===== src/rtl/axi_err_slv_pkg.sv =====
// Shared AXI types for the error slave: channel structs, response codes and the R FSM states.
package axi_err_slv_pkg;

  localparam int unsigned IdWidth   = 4;
  localparam int unsigned AddrWidth = 32;
  localparam int unsigned DataWidth = 64;
  localparam int unsigned UserWidth = 1;

  typedef logic [1:0] resp_t;
  localparam resp_t RESP_SLVERR = 2'b10;
  localparam resp_t RESP_DECERR = 2'b11;

  // Bit of aw.atop that marks an atomic which also returns read data.
  localparam int unsigned ATOP_R_RESP = 5;

  typedef struct packed {
    logic [IdWidth-1:0]   id;
    logic [AddrWidth-1:0] addr;
    logic [7:0]           len;
    logic [2:0]           size;
    logic [1:0]           burst;
    logic                 lock;
    logic [3:0]           cache;
    logic [2:0]           prot;
    logic [3:0]           qos;
    logic [3:0]           region;
    logic [5:0]           atop;
    logic [UserWidth-1:0] user;
  } aw_chan_t;

  typedef struct packed {
    logic [DataWidth-1:0]   data;
    logic [DataWidth/8-1:0] strb;
    logic                   last;
    logic [UserWidth-1:0]   user;
  } w_chan_t;

  typedef struct packed {
    logic [IdWidth-1:0]   id;
    resp_t                resp;
    logic [UserWidth-1:0] user;
  } b_chan_t;

  typedef struct packed {
    logic [IdWidth-1:0]   id;
    logic [AddrWidth-1:0] addr;
    logic [7:0]           len;
    logic [2:0]           size;
    logic [1:0]           burst;
    logic                 lock;
    logic [3:0]           cache;
    logic [2:0]           prot;
    logic [3:0]           qos;
    logic [3:0]           region;
    logic [UserWidth-1:0] user;
  } ar_chan_t;

  typedef struct packed {
    logic [IdWidth-1:0]   id;
    logic [DataWidth-1:0] data;
    resp_t                resp;
    logic                 last;
    logic [UserWidth-1:0] user;
  } r_chan_t;

  typedef struct packed {
    aw_chan_t aw;
    logic     aw_valid;
    w_chan_t  w;
    logic     w_valid;
    logic     b_ready;
    ar_chan_t ar;
    logic     ar_valid;
    logic     r_ready;
  } req_t;

  typedef struct packed {
    logic    aw_ready;
    logic    ar_ready;
    logic    w_ready;
    logic    b_valid;
    b_chan_t b;
    logic    r_valid;
    r_chan_t r;
  } rsp_t;

  typedef enum logic [1:0] {
    R_IDLE = 2'd0,
    R_SEND = 2'd1
  } r_state_e;

endpackage


===== src/rtl/axi_err_slv_fifo.sv =====
// Small valid/ready FIFO without fall-through: push when ready_o, pop when valid_o && ready_i.
module axi_err_slv_fifo #(
  parameter int unsigned Depth  = 1,
  parameter type         data_t = logic
) (
  input  logic  clk_i,
  input  logic  rst_ni,
  input  logic  clr_i,
  input  data_t data_i,
  input  logic  valid_i,
  output logic  ready_o,
  output data_t data_o,
  output logic  valid_o,
  input  logic  ready_i
);

  localparam int unsigned PtrW = (Depth > 1) ? $clog2(Depth) : 1;
  localparam int unsigned CntW = $clog2(Depth + 1);

  data_t            mem_q [Depth];
  logic [PtrW-1:0]  wr_ptr_q, rd_ptr_q;
  logic [CntW-1:0]  cnt_q;
  logic             push, pop;

  // A full FIFO never accepts, even if it is popped in the same cycle.
  assign ready_o = (cnt_q != CntW'(Depth));
  assign valid_o = (cnt_q != '0);
  assign data_o  = mem_q[rd_ptr_q];
  assign push    = valid_i && ready_o;
  assign pop     = valid_o && ready_i;

  always_ff @(posedge clk_i or negedge rst_ni) begin
    if (!rst_ni) begin
      wr_ptr_q <= '0;
      rd_ptr_q <= '0;
      cnt_q    <= '0;
    end else if (clr_i) begin
      wr_ptr_q <= '0;
      rd_ptr_q <= '0;
      cnt_q    <= '0;
    end else begin
      if (push) wr_ptr_q <= (wr_ptr_q == PtrW'(Depth - 1)) ? '0 : wr_ptr_q + 1'b1;
      if (pop)  rd_ptr_q <= (rd_ptr_q == PtrW'(Depth - 1)) ? '0 : rd_ptr_q + 1'b1;
      case ({push, pop})
        2'b10:   cnt_q <= cnt_q + 1'b1;
        2'b01:   cnt_q <= cnt_q - 1'b1;
        default: cnt_q <= cnt_q;
      endcase
    end
  end

  always_ff @(posedge clk_i) begin
    if (push) mem_q[wr_ptr_q] <= data_i;
  end

endmodule


===== src/rtl/axi_err_slv.sv =====
// Terminating AXI4 slave: absorbs every request and answers each burst with a fixed error response.
// Handshake: a beat transfers on a rising clk_i edge where valid && ready; valid never drops without it.
module axi_err_slv
  import axi_err_slv_pkg::*;
#(
  parameter int unsigned           AxiIdWidth = IdWidth,
  parameter type                   axi_req_t  = req_t,
  parameter type                   axi_resp_t = rsp_t,
  parameter resp_t                 Resp       = RESP_DECERR,
  parameter int unsigned           RespWidth  = 64,
  parameter logic [RespWidth-1:0]  RespData   = 64'hCA11AB1EBADCAB1E,
  parameter int unsigned           MaxTrans   = 1
) (
  input  logic      clk_i,
  input  logic      rst_ni,
  input  axi_req_t  slv_req_i,
  output axi_resp_t slv_resp_o
);

  typedef logic [AxiIdWidth-1:0] id_t;
  typedef struct packed {
    id_t        id;
    logic [7:0] len;
  } rcmd_t;

  id_t      wid_head, bid_head;
  rcmd_t    rcmd_in, rcmd_head;
  logic     wid_ready, wid_valid, bid_ready, bid_valid, rcmd_ready, rcmd_valid;
  logic     aw_ready, ar_ready, w_ready;
  logic     aw_hs, atop_push, ar_hs, w_hs, w_last_hs, rcmd_pop;
  logic     r_valid, r_last;
  r_state_e state_q;
  logic [7:0] r_cnt_q;
  logic     unused_bits;

  assign unused_bits = ^slv_req_i;

  // An ATOP_R_RESP atomic needs a read-command slot as well, and takes priority over AR.
  assign aw_ready  = wid_ready && (!slv_req_i.aw.atop[ATOP_R_RESP] || rcmd_ready);
  assign aw_hs     = slv_req_i.aw_valid && aw_ready;
  assign atop_push = aw_hs && slv_req_i.aw.atop[ATOP_R_RESP];
  assign ar_ready  = rcmd_ready && !atop_push;
  assign ar_hs     = slv_req_i.ar_valid && ar_ready;
  assign w_ready   = wid_valid && bid_ready;
  assign w_hs      = slv_req_i.w_valid && w_ready;
  assign w_last_hs = w_hs && slv_req_i.w.last;
  assign r_valid   = (state_q == R_SEND);
  assign r_last    = (r_cnt_q == 8'd0);
  assign rcmd_pop  = r_valid && slv_req_i.r_ready && r_last;

  always_comb begin
    rcmd_in = '0;
    if (atop_push) begin
      rcmd_in.id  = slv_req_i.aw.id;
      rcmd_in.len = slv_req_i.aw.len;
    end else begin
      rcmd_in.id  = slv_req_i.ar.id;
      rcmd_in.len = slv_req_i.ar.len;
    end
  end

  axi_err_slv_fifo #(.Depth(MaxTrans), .data_t(id_t)) i_wid_q (
    .clk_i   (clk_i),
    .rst_ni  (rst_ni),
    .clr_i   (1'b0),
    .data_i  (slv_req_i.aw.id),
    .valid_i (aw_hs),
    .ready_o (wid_ready),
    .data_o  (wid_head),
    .valid_o (wid_valid),
    .ready_i (w_last_hs)
  );

  axi_err_slv_fifo #(.Depth(MaxTrans), .data_t(id_t)) i_bid_q (
    .clk_i   (clk_i),
    .rst_ni  (rst_ni),
    .clr_i   (1'b0),
    .data_i  (wid_head),
    .valid_i (w_last_hs),
    .ready_o (bid_ready),
    .data_o  (bid_head),
    .valid_o (bid_valid),
    .ready_i (slv_req_i.b_ready)
  );

  axi_err_slv_fifo #(.Depth(MaxTrans), .data_t(rcmd_t)) i_rcmd_q (
    .clk_i   (clk_i),
    .rst_ni  (rst_ni),
    .clr_i   (1'b0),
    .data_i  (rcmd_in),
    .valid_i (atop_push || ar_hs),
    .ready_o (rcmd_ready),
    .data_o  (rcmd_head),
    .valid_o (rcmd_valid),
    .ready_i (rcmd_pop)
  );

  // r_cnt_q counts remaining beats after the current one; the burst ends at 0, so no underflow.
  always_ff @(posedge clk_i or negedge rst_ni) begin
    if (!rst_ni) begin
      state_q <= R_IDLE;
      r_cnt_q <= '0;
    end else begin
      case (state_q)
        R_IDLE: begin
          if (rcmd_valid) begin
            r_cnt_q <= rcmd_head.len;
            state_q <= R_SEND;
          end
        end
        R_SEND: begin
          if (slv_req_i.r_ready) begin
            if (r_last) state_q <= R_IDLE;
            else        r_cnt_q <= r_cnt_q - 8'd1;
          end
        end
        default: state_q <= R_IDLE;
      endcase
    end
  end

  always_comb begin
    slv_resp_o          = '0;
    slv_resp_o.aw_ready = aw_ready;
    slv_resp_o.ar_ready = ar_ready;
    slv_resp_o.w_ready  = w_ready;
    slv_resp_o.b_valid  = bid_valid;
    if (bid_valid) begin
      slv_resp_o.b.id   = bid_head;
      slv_resp_o.b.resp = Resp;
    end
    slv_resp_o.r_valid = r_valid;
    if (r_valid) begin
      slv_resp_o.r.id   = rcmd_head.id;
      slv_resp_o.r.data = RespData[DataWidth-1:0];
      slv_resp_o.r.resp = Resp;
      slv_resp_o.r.last = r_last;
    end
  end

  a_w_after_aw: assert property (@(posedge clk_i) disable iff (!rst_ni)
    w_hs |-> wid_valid);
  a_last_is_pop: assert property (@(posedge clk_i) disable iff (!rst_ni)
    (r_valid && slv_req_i.r_ready && r_last) == rcmd_pop);
  a_r_stable: assert property (@(posedge clk_i) disable iff (!rst_ni)
    (slv_resp_o.r_valid && !slv_req_i.r_ready) |=> (slv_resp_o.r_valid && $stable(slv_resp_o.r)));
  a_b_stable: assert property (@(posedge clk_i) disable iff (!rst_ni)
    (slv_resp_o.b_valid && !slv_req_i.b_ready) |=> (slv_resp_o.b_valid && $stable(slv_resp_o.b)));

endmodule


===== config.mk =====
export PLATFORM = sky130hd
export DESIGN_NAME = axi_err_slv
export DESIGN_NICKNAME = d
export VERILOG_FILES = /design/src/rtl/axi_err_slv_pkg.sv /design/src/rtl/axi_err_slv_fifo.sv /design/src/rtl/axi_err_slv.sv
export SDC_FILE = /design/constraint.sdc
export NUM_CORES = 1
export LEC_CHECK = 0
export BUFFER_PORTS_ARGS = -buffer_cell sky130_fd_sc_hd__buf_2
export CAP_MARGIN = 30
export CORE_AREA = 5 5 114 116
export CTS_BUF_LIST = sky130_fd_sc_hd__clkbuf_8
export DETAILED_ROUTE_END_ITERATION = 6
export DIE_AREA = 0 0 119 121
export PLACE_DENSITY = 0.51
export SYNTH_ARGS = -nofsm -noshare
export SYNTH_HDL_FRONTEND = slang
export SYNTH_SLANG_ARGS = --single-unit

===== constraint.sdc =====
create_clock -name clk_i -period 2.8 [get_ports clk_i]
set_clock_uncertainty 0.2 [all_clocks]
set_input_delay 0.42 -clock clk_i [delete_from_list [all_inputs] [get_ports clk_i]]
set_output_delay 0.42 -clock clk_i [all_outputs]
set_load 0.05 [all_outputs]

After elaboration in Yosys (flattened, before gate mapping)

Memory sizes are Yosys's and may differ from the RTL's.
Index checks and enable logic that the tools add are counted.
Widths: inputs -> output; s select.

Bitwise operators: 3
$add $sub $neg: 7
Multiplexer cells: 20
Reductions and logical operators: 28
Equality and inequality tests: 11

Operator list:

| cell                | count |
|---|---|
| $mux 71             | 1 |
| $mux 8              | 3 |
| $logic_and 1x1->1   | 16 |
| $pmux 8 s2          | 1 |
| $mux 12             | 1 |
| $eq 2x1->1 const B  | 4 |
| $logic_not 8->1     | 1 |
| $reduce_bool 2->1   | 4 |
| $sub 8x1->8 const B | 1 |
| $eq 2x2->1 const B  | 3 |
| $mux 1              | 6 |
| $mux 2              | 3 |
| $mux 6              | 1 |
| $pmux 1 s2          | 3 |
| $ne 2x1->1 const B  | 2 |
| $ne 2x2->1 const B  | 2 |
| $pmux 2 s2          | 1 |
| $reduce_and 4->1    | 1 |
| $add 1x1->1 const B | 3 |
| $not 1->1           | 3 |
| $reduce_and 3->1    | 1 |
| $sub 1x1->1 const B | 3 |
| $logic_not 1->1     | 2 |
| $logic_not 2->1     | 1 |
| $logic_or 1x1->1    | 2 |

Logic and storage cells: 77
Memories kept: 3
Output and inout port bits: 84
Memory bits (writable): 20
Input bits: 219
Bits in registers: 13

Memory list:

| memory         | words | width | read ports | clocked after memory_dff | wr ports | RTL line               | text |
|---|---|---|---|---|---|---|---|
| i_rcmd_q.mem_q | 1     | 12    | 1          | 0                        | 1        | axi_err_slv_fifo.sv:20 | `data_t mem_q [Depth];` |
| i_bid_q.mem_q  | 1     | 4     | 1          | 0                        | 1        | axi_err_slv_fifo.sv:20 |  |
| i_wid_q.mem_q  | 1     | 4     | 1          | 0                        | 1        | axi_err_slv_fifo.sv:20 |  |

Depth between registers and ports, before layout

Gate-level depths: netlist (run 1).

Depth after elaboration: 12
Gate-level depth with buffers: 6
Mapped depth without buffers: 6

Cells and area by module

A second synthesis (run 1) with hierarchy kept.

Cells, all modules: 209
Area, all modules: 2165.8 sq um

Modules (own cells, without submodules):

| module                         | cells each | seq. area each (sq um) | instances | area each (sq um) |
|---|---|---|---|---|
| axi_err_slv                    | 174        | 225.2                  | 1         | 1418.9 |
| axi_err_slv_fifo (i_rcmd_q)    | 17         | 385.4                  | 1         | 409.1 |
| axi_err_slv_fifo (i_bid_q ...) | 9          | 145.1                  | 2         | 168.9 |

Worst setup path before layout (run 1)

Ideal clock, no wire load.

Kind: register to output
From: reg state_q[0]
To: out slv_resp_o[68] (netlist name)
Stages on the path, launching flop included: 4
Slack: 0.168 ns
Data required time: 2.180 ns
Data arrival time: 2.012 ns
Buffers on the path: 2
Cell sequence: dfrtp_1 clkbuf_1 clkbuf_1 and2_1

RTL lines:

| item                     | RTL line           | text |
|---|---|---|
| start: declaration       | axi_err_slv.sv:32  | `r_state_e state_q;` |
| start signal: assignment | axi_err_slv.sv:101 | `state_q <= R_IDLE;` |
| start signal: assignment | axi_err_slv.sv:108 | `state_q <= R_SEND;` |
| start signal: assignment | axi_err_slv.sv:113 | `if (r_last) state_q <= R_IDLE;` |
| end: declaration         | axi_err_slv.sv:17  | `output axi_resp_t slv_resp_o` |

==> results of run 1 <==
## through the flow
stage | util, % | worst slack (ns) | total power [mW] | cells
after global placement | 19.64 | 0.4395 | 1.113 | 391
after CTS | 20.43 | 0.1030 | 1.465 | 400
after global routing | 20.43 | 0.02576 | 1.532 | 400
final | 20.43 | 0.1114 | 1.445 | 400
after floorplan | - | 0.1676 | 1.081 | 236
after detailed placement | 19.64 | 0.4311 | 1.119 | 391
## metal layers
| layer | share of wire [%] | vias up | global-route usage [%] |
|---|---|---|---|
| li1 | - | 684 | - |
| met1 | 41 | 633 | 7.639 |
| met2 | 45 | 88 | 10.70 |
| met3 | 12 | 5 | 2.378 |
| met4 | 1.7 | 0 | 2.390 |
| met5 | 0 | - | 0 |
## cell families after synthesis
kind of cell	Yosys count	share of synthesized area [%]
compound gates	21	6.779
other cells	1	0.1736
mux	17	8.575
flops	32	41.72
simple gates	44	12.69
fa+ha+maj	2	1.159
buf+inv	88	28.91
## worst reg2reg max path: cells and delay by family, from the launching register on
| kind | cells | cell delay, ns |
|---|---|---|
| AO/OA/AOI/OAI | 2 | 0.37 |
| flip-flops | 1 | 0.44 |
| AND/OR/NAND/NOR | 2 | 0.61 |
| buffers and inverters | 1 | 0.13 |
| adder cells (fa/ha/maj) | 1 | 0.18 |
## power groups by stage
stage / Sequential (mW) / Combinational (mW) / Clock, mW
after floorplan: 0.629 / 0.452 / 0
after global placement: 0.654 / 0.459 / 0
after detailed placement: 0.657 / 0.462 / 0
after CTS: 0.647 / 0.465 / 0.353
after global routing: 0.657 / 0.502 / 0.374
final: 0.648 / 0.460 / 0.337
## area by class of cell
type,instances,area [µm²]
Clock buffer,5,68.82
Clock inverter,3,15.01
Fill cell,1312,9398
Inverter,7,26.28
Multi-Input combinational cell,116,750.7
Sequential cell,32,900.9
Tap cell,147,183.9
Timing Repair Buffer,90,467.9
## state kept, by name, indices dropped and copies added (netlist names)
| register | count |
|---|---|
| i_wid_q.valid_o | 1 |
| i_bid_q.mem_q | 4 |
| state_q | 1 |
| i_rcmd_q.mem_q | 12 |
| i_rcmd_q.valid_o | 1 |
| r_cnt_q | 8 |
| i_bid_q.valid_o | 1 |
| i_wid_q.mem_q | 4 |
## what timing repair did
action / CTS / global route
hold endpoints to repair: 12 / 0
hold buffers: 1 / 0
resized for setup: 0 / 0
endpoints found under the setup margin: 0 / 0
## worst max path at each step
stage | slack (ns) | to | from
after floorplan | 0.17 | slv_resp_o[68] | state_q[0]
after global placement | 0.44 | slv_resp_o[1] | r_cnt_q[0]
after detailed placement | 0.43 | slv_resp_o[1] | r_cnt_q[0]
after CTS | 0.10 | slv_resp_o[1] | r_cnt_q[0]
after global routing | 0.03 | slv_resp_o[1] | r_cnt_q[0]
final | 0.11 | slv_resp_o[1] | r_cnt_q[0]
## synth_stat cells (2+ instances only)
cell type,number
nor2b_1,3
a21o_1,2
nor4b_2,2
and2_1,10
edfxtp_1,20
and3_1,2
nor3b_1,2
o21ai_0,5
a211oi_1,3
a31oi_1,2
inv_1,7
buf_4,76
a21oi_1,2
dfrtp_1,12
nor2_1,9
clkbuf_1,3
nand2_1,6
nand3_1,4
nand3b_1,2
ha_1,2
a21oi_2,2
mux2i_1,5
mux2_2,12
==> flow_summary.ini, run 1 <==
[global_route]
grt_pass1_wl_um = 7348
track_usage_pct = 6.460
grt_max_degree = 60
grt_antenna_before_repair = 0
overflow = 0
grt_pass1_vias = 1425

[floorplan]
ios = 303
fp.dieH_um = 121
start_util_pct = 18.28
die-area_mm2 = 0.01440
core_area_mm2 = 0.01181
die_w_um = 119
rows = 40

[final_layout]
design_area_mm2 = 0.002414
area_growth_pct = 11.76
final_common_cell = buf_2
diodes = 0
drive_gt1_share_pct = 44.27
layout.nets = 473
final_cell_mix = 84 x buf_2, 32 x conb_1, 20 x edfxtp_1

[logic_synthesis]
ys_seq_area_share_pct = 41.71
yosys.area.top_type = edfxtp_1
synth_warnings = 0
synth_edf_count = 20
async_flop_share_pct = 37.50
synth_top_area_share_pct = 27.81
syn_area_mm2 = 0.002160
synthFlopType = edfxtp_1
avgSynthCellArea_um2 = 10.53
syn_inst = 205
synth_seq_cells = 32
yosys.cell_types.count = 35
yosys-top-cells-area = edfxtp_1 28%, buf_4 26%, dfrtp_1 14%

[setup_path]
cpPeakStageDelay_ns = 0.46
critPathRequiredTime_ns = 2.18
worstPathMaxFanout = 4
crit_chain = inv_1, ha_1, nor4b_1, and2_1, buf_2
reg2reg_depth = 6
worstPathArrival_ns = 2.07
rr_startpoint = r_cnt_q[0]
critPathBufInv = 2
worst-path-stages = 5
cp-start-kind = flop
r2r_slack_ns = 0.74
critical_path.top_delay_family = simple AND/OR/NAND/NOR gates
end_kind = output port
rr_endpoint = r_cnt_q[5]
worst-setup-path-type = flop to output port
slowest_stage = nor4b_1

[placement]
place_area_mm2 = 0.002320
gp_congestion = 0.7520
dp_hpwl_um = 3732
port_buffers = 84

[routing]
vias = 1410
vias_per_cell = 3.525
postRouteAntennaNets = 0
post-route-drc-count = 0
routedWlPerCell_um = 11.90
totalWireLength_um = 4758
firstDrtPassIters = 4
drt_iter0_markers = 21

[hold_path]
min_path_cells = 1
worstHoldPathType = input port to flop
holdPathEnd = i_wid_q.mem_q[0][3]
min-delay-start = slv_req_i[216]

[sta]
whs_ns = 0.1306
fin_tns_setup_ns = 0
finalHoldViolCount = 0
min_period_ns = 2.689
period_share_pct = 96.02
rsz0062_at_grt = false
setup_violations = 0
relSlewSlack_pct = 64.05
maxSlewViolCount = 0
timing.fmax_mhz = 371.9
worst_slew_pin_slew_ns = 0.5318

[power]
p_sw_uw = 578.7
p_comb_share_pct = 31.9
peakVddDrop_mv = 0.4813
clockPowerShare_pct = 23.3
pwr-share-seq_pct = 44.8
switching_share_pct = 40.06
internal-power_uw = 865.8
powerDensity_mw_per_mm2 = 598.5
p_leak_nw = 1.044

[clock_network]
cts_tree = built
cts_made_buffers = 5
post-cts-setup-buffers = 0
clk_pin_slew_ns = 0.07
numClockSinks = 32
clock_path_buffers = 2
cts_root_buf = clkbuf_8
clock_latency_ns = 0.28
htreeDepth = 2

[run]
cap_violations = 0

[outcome]
status = finished, final reports clean
Power figures use the tool's default switching activity.
==> inputs of run 2 (changes only) <==
--- a/config.mk
+++ b/config.mk
@@ -11,6 +11,7 @@
 export CTS_BUF_LIST = sky130_fd_sc_hd__clkbuf_8
 export DETAILED_ROUTE_END_ITERATION = 6
 export DIE_AREA = 0 0 119 121
+export GPL_TIMING_DRIVEN = 0
 export PLACE_DENSITY = 0.51
 export SYNTH_ARGS = -nofsm -noshare
 export SYNTH_HDL_FRONTEND = slang
==> constraint.sdc (replaced) <==
create_clock -name clk_i -period 2.85 [get_ports clk_i]
set_clock_uncertainty 0.2 [all_clocks]
set_input_delay 0.4275 -clock clk_i [delete_from_list [all_inputs] [get_ports clk_i]]
set_output_delay 0.4275 -clock clk_i [all_outputs]
set_load 0.05 [all_outputs]
==> flow_summary.ini, run 2 (synthesis gave the netlist of run 1 again) <==
[routing]
post-route-drc-count = 0
firstDrtPassIters = 4
vias_per_cell = 3.525
totalWireLength_um = 5439
routedWlPerCell_um = 11.38
vias = 1685
postRouteAntennaNets = 0
drt_iter0_markers = 25

[floorplan]
die_w_um = 119
core_area_mm2 = 0.01181
fp.dieH_um = 121
ios = 303
start_util_pct = 18.28
die-area_mm2 = 0.01440
rows = 40

[placement]
gp_congestion = 0.7500
place_area_mm2 = 0.002919
dp_slack_ns = 0.03666
port_buffers = 84
dp_hpwl_um = 4472

[sta]
fin_ws_ns = 0.1888
relSlewSlack_pct = 62.21
fin_tns_setup_ns = 0
rsz0062_at_grt = false
min_period_ns = 2.661
timing.fmax_mhz = 375.8
setup_violations = 0
period_share_pct = 93.38
worst_slew_pin_slew_ns = 0.5648
finalHoldViolCount = 0
whs_ns = 0.1488
maxSlewViolCount = 0

[global_route]
grt_pass1_vias = 1728
grt_pass1_wl_um = 8397
grt_max_degree = 24
overflow = 0
track_usage_pct = 7.133
grt_antenna_before_repair = 0

[clock_network]
htreeDepth = 2
clock_latency_ns = 0.28
cts_made_buffers = 5
clock_path_buffers = 2
numClockSinks = 32
clk_pin_slew_ns = 0.07
cts_root_buf = clkbuf_8
cts_tree = built

[power]
p_leak_nw = 1.428
peakVddDrop_mv = 0.4230
switching_share_pct = 38.48
clockPowerShare_pct = 23.5
p_comb_share_pct = 35.7
internal-power_uw = 941.6
p_sw_uw = 588.9
power_mw = 1.531
pwr-share-seq_pct = 40.8
powerDensity_mw_per_mm2 = 505.7

[final_layout]
regMostFlops = i_rcmd_q.mem_q
largest_register_ffs = 12
layout.nets = 551
drive_gt1_share_pct = 57.70
final_common_cell = buf_2
design_area_mm2 = 0.003027
n_fill_cell = 1278
top_regs = i_rcmd_q.mem_q: 12 flops, r_cnt_q: 8 flops
area_growth_pct = 40.15
final_cell_mix = 85 x buf_2, 76 x buf_4, 32 x conb_1
diodes = 0

[outcome]
status = finished, final reports clean

[setup_path]
worstPathArrival_ns = 2.03
end_kind = output port
critPathRequiredTime_ns = 2.22
worstPathMaxFanout = 4
cp-start-kind = flop
worst-setup-path-type = flop to output port

[run]
cap_violations = 0

[hold_path]
worstHoldPathType = input port to flop
-- run 2: area by class of cell --
type	count	area, µm²	share of cell area, %
inverters	7	26.28	0.8681
well taps	147	183.9	6.077
multi-input cells	116	750.7	24.80
repair buffers	87	469.2	15.50
flip-flops and latches	32	902.1	29.81
plain buffers	81	600.6	19.84
clock inverters	2	11.26	0.3721
clock buffers	6	82.58	2.728
-- run 2: worst paths after layout --
path | from | to | slack, ns | cells past startpoint
hold reg to reg | i_wid_q.mem_q[0][2] | i_bid_q.mem_q[0][2] | 0.22 | 0
setup reg to reg | i_rcmd_q.valid_o | i_rcmd_q.mem_q[0][1] | 0.51 | 7
hold / removal | slv_req_i[216] | i_wid_q.mem_q[0][3] | 0.15 | 1
min in group asynchronous | rst_ni | r_cnt_q[2] | 0.37 | 2
max in group asynchronous | rst_ni | state_q[0] | 1.83 | 2
setup / recovery | r_cnt_q[0] | slv_resp_o[1] | 0.19 | 5
-- run 2: metrics by stage --
step | instances | utilization, %
finish | 478 | 25.62
global route | 478 | 25.62
CTS | 478 | 25.61
detailed placement | 469 | 24.71
global placement | 467 | 24.39
floorplan | 236 | -
-- run 2: power by group through the flow --
stage                     clock network, mW  registers (mW)  logic, mW
after CTS                             0.374           0.625      0.548
after global placement                    0           0.631      0.538
after global routing                  0.387           0.633      0.586
final                                 0.360           0.624      0.547
after floorplan                           0           0.618      0.444
after detailed placement                  0           0.635      0.544
-- run 2: layer usage --
layer | GRT usage (%) | part of all wire, % | vias to the layer above
li1 | - | - | 843
met1 | 8.360 | 43 | 743
met2 | 12.12 | 46 | 95
met3 | 2.751 | 10 | 4
met4 | 2.028 | 0.70 | 0
met5 | 0 | 0 | -
-- run 2: worst max-delay path, cell delays in order (launching register included) --
cell,delay (ns)
dfrtp_1,0.43
inv_1,0.13
ha_1,0.18
nor4b_1,0.42
and2_1,0.29
buf_2,0.30
-- run 2: timing repair --
action / in CTS / in global routing
hold buffers: 1 / 0
endpoints found under the hold margin: 12 / 0
resized for setup: 2 / 2
buffers inserted: 0 / 0
endpoints found under the setup margin: 5 / 4
pin swaps: 0 / 0
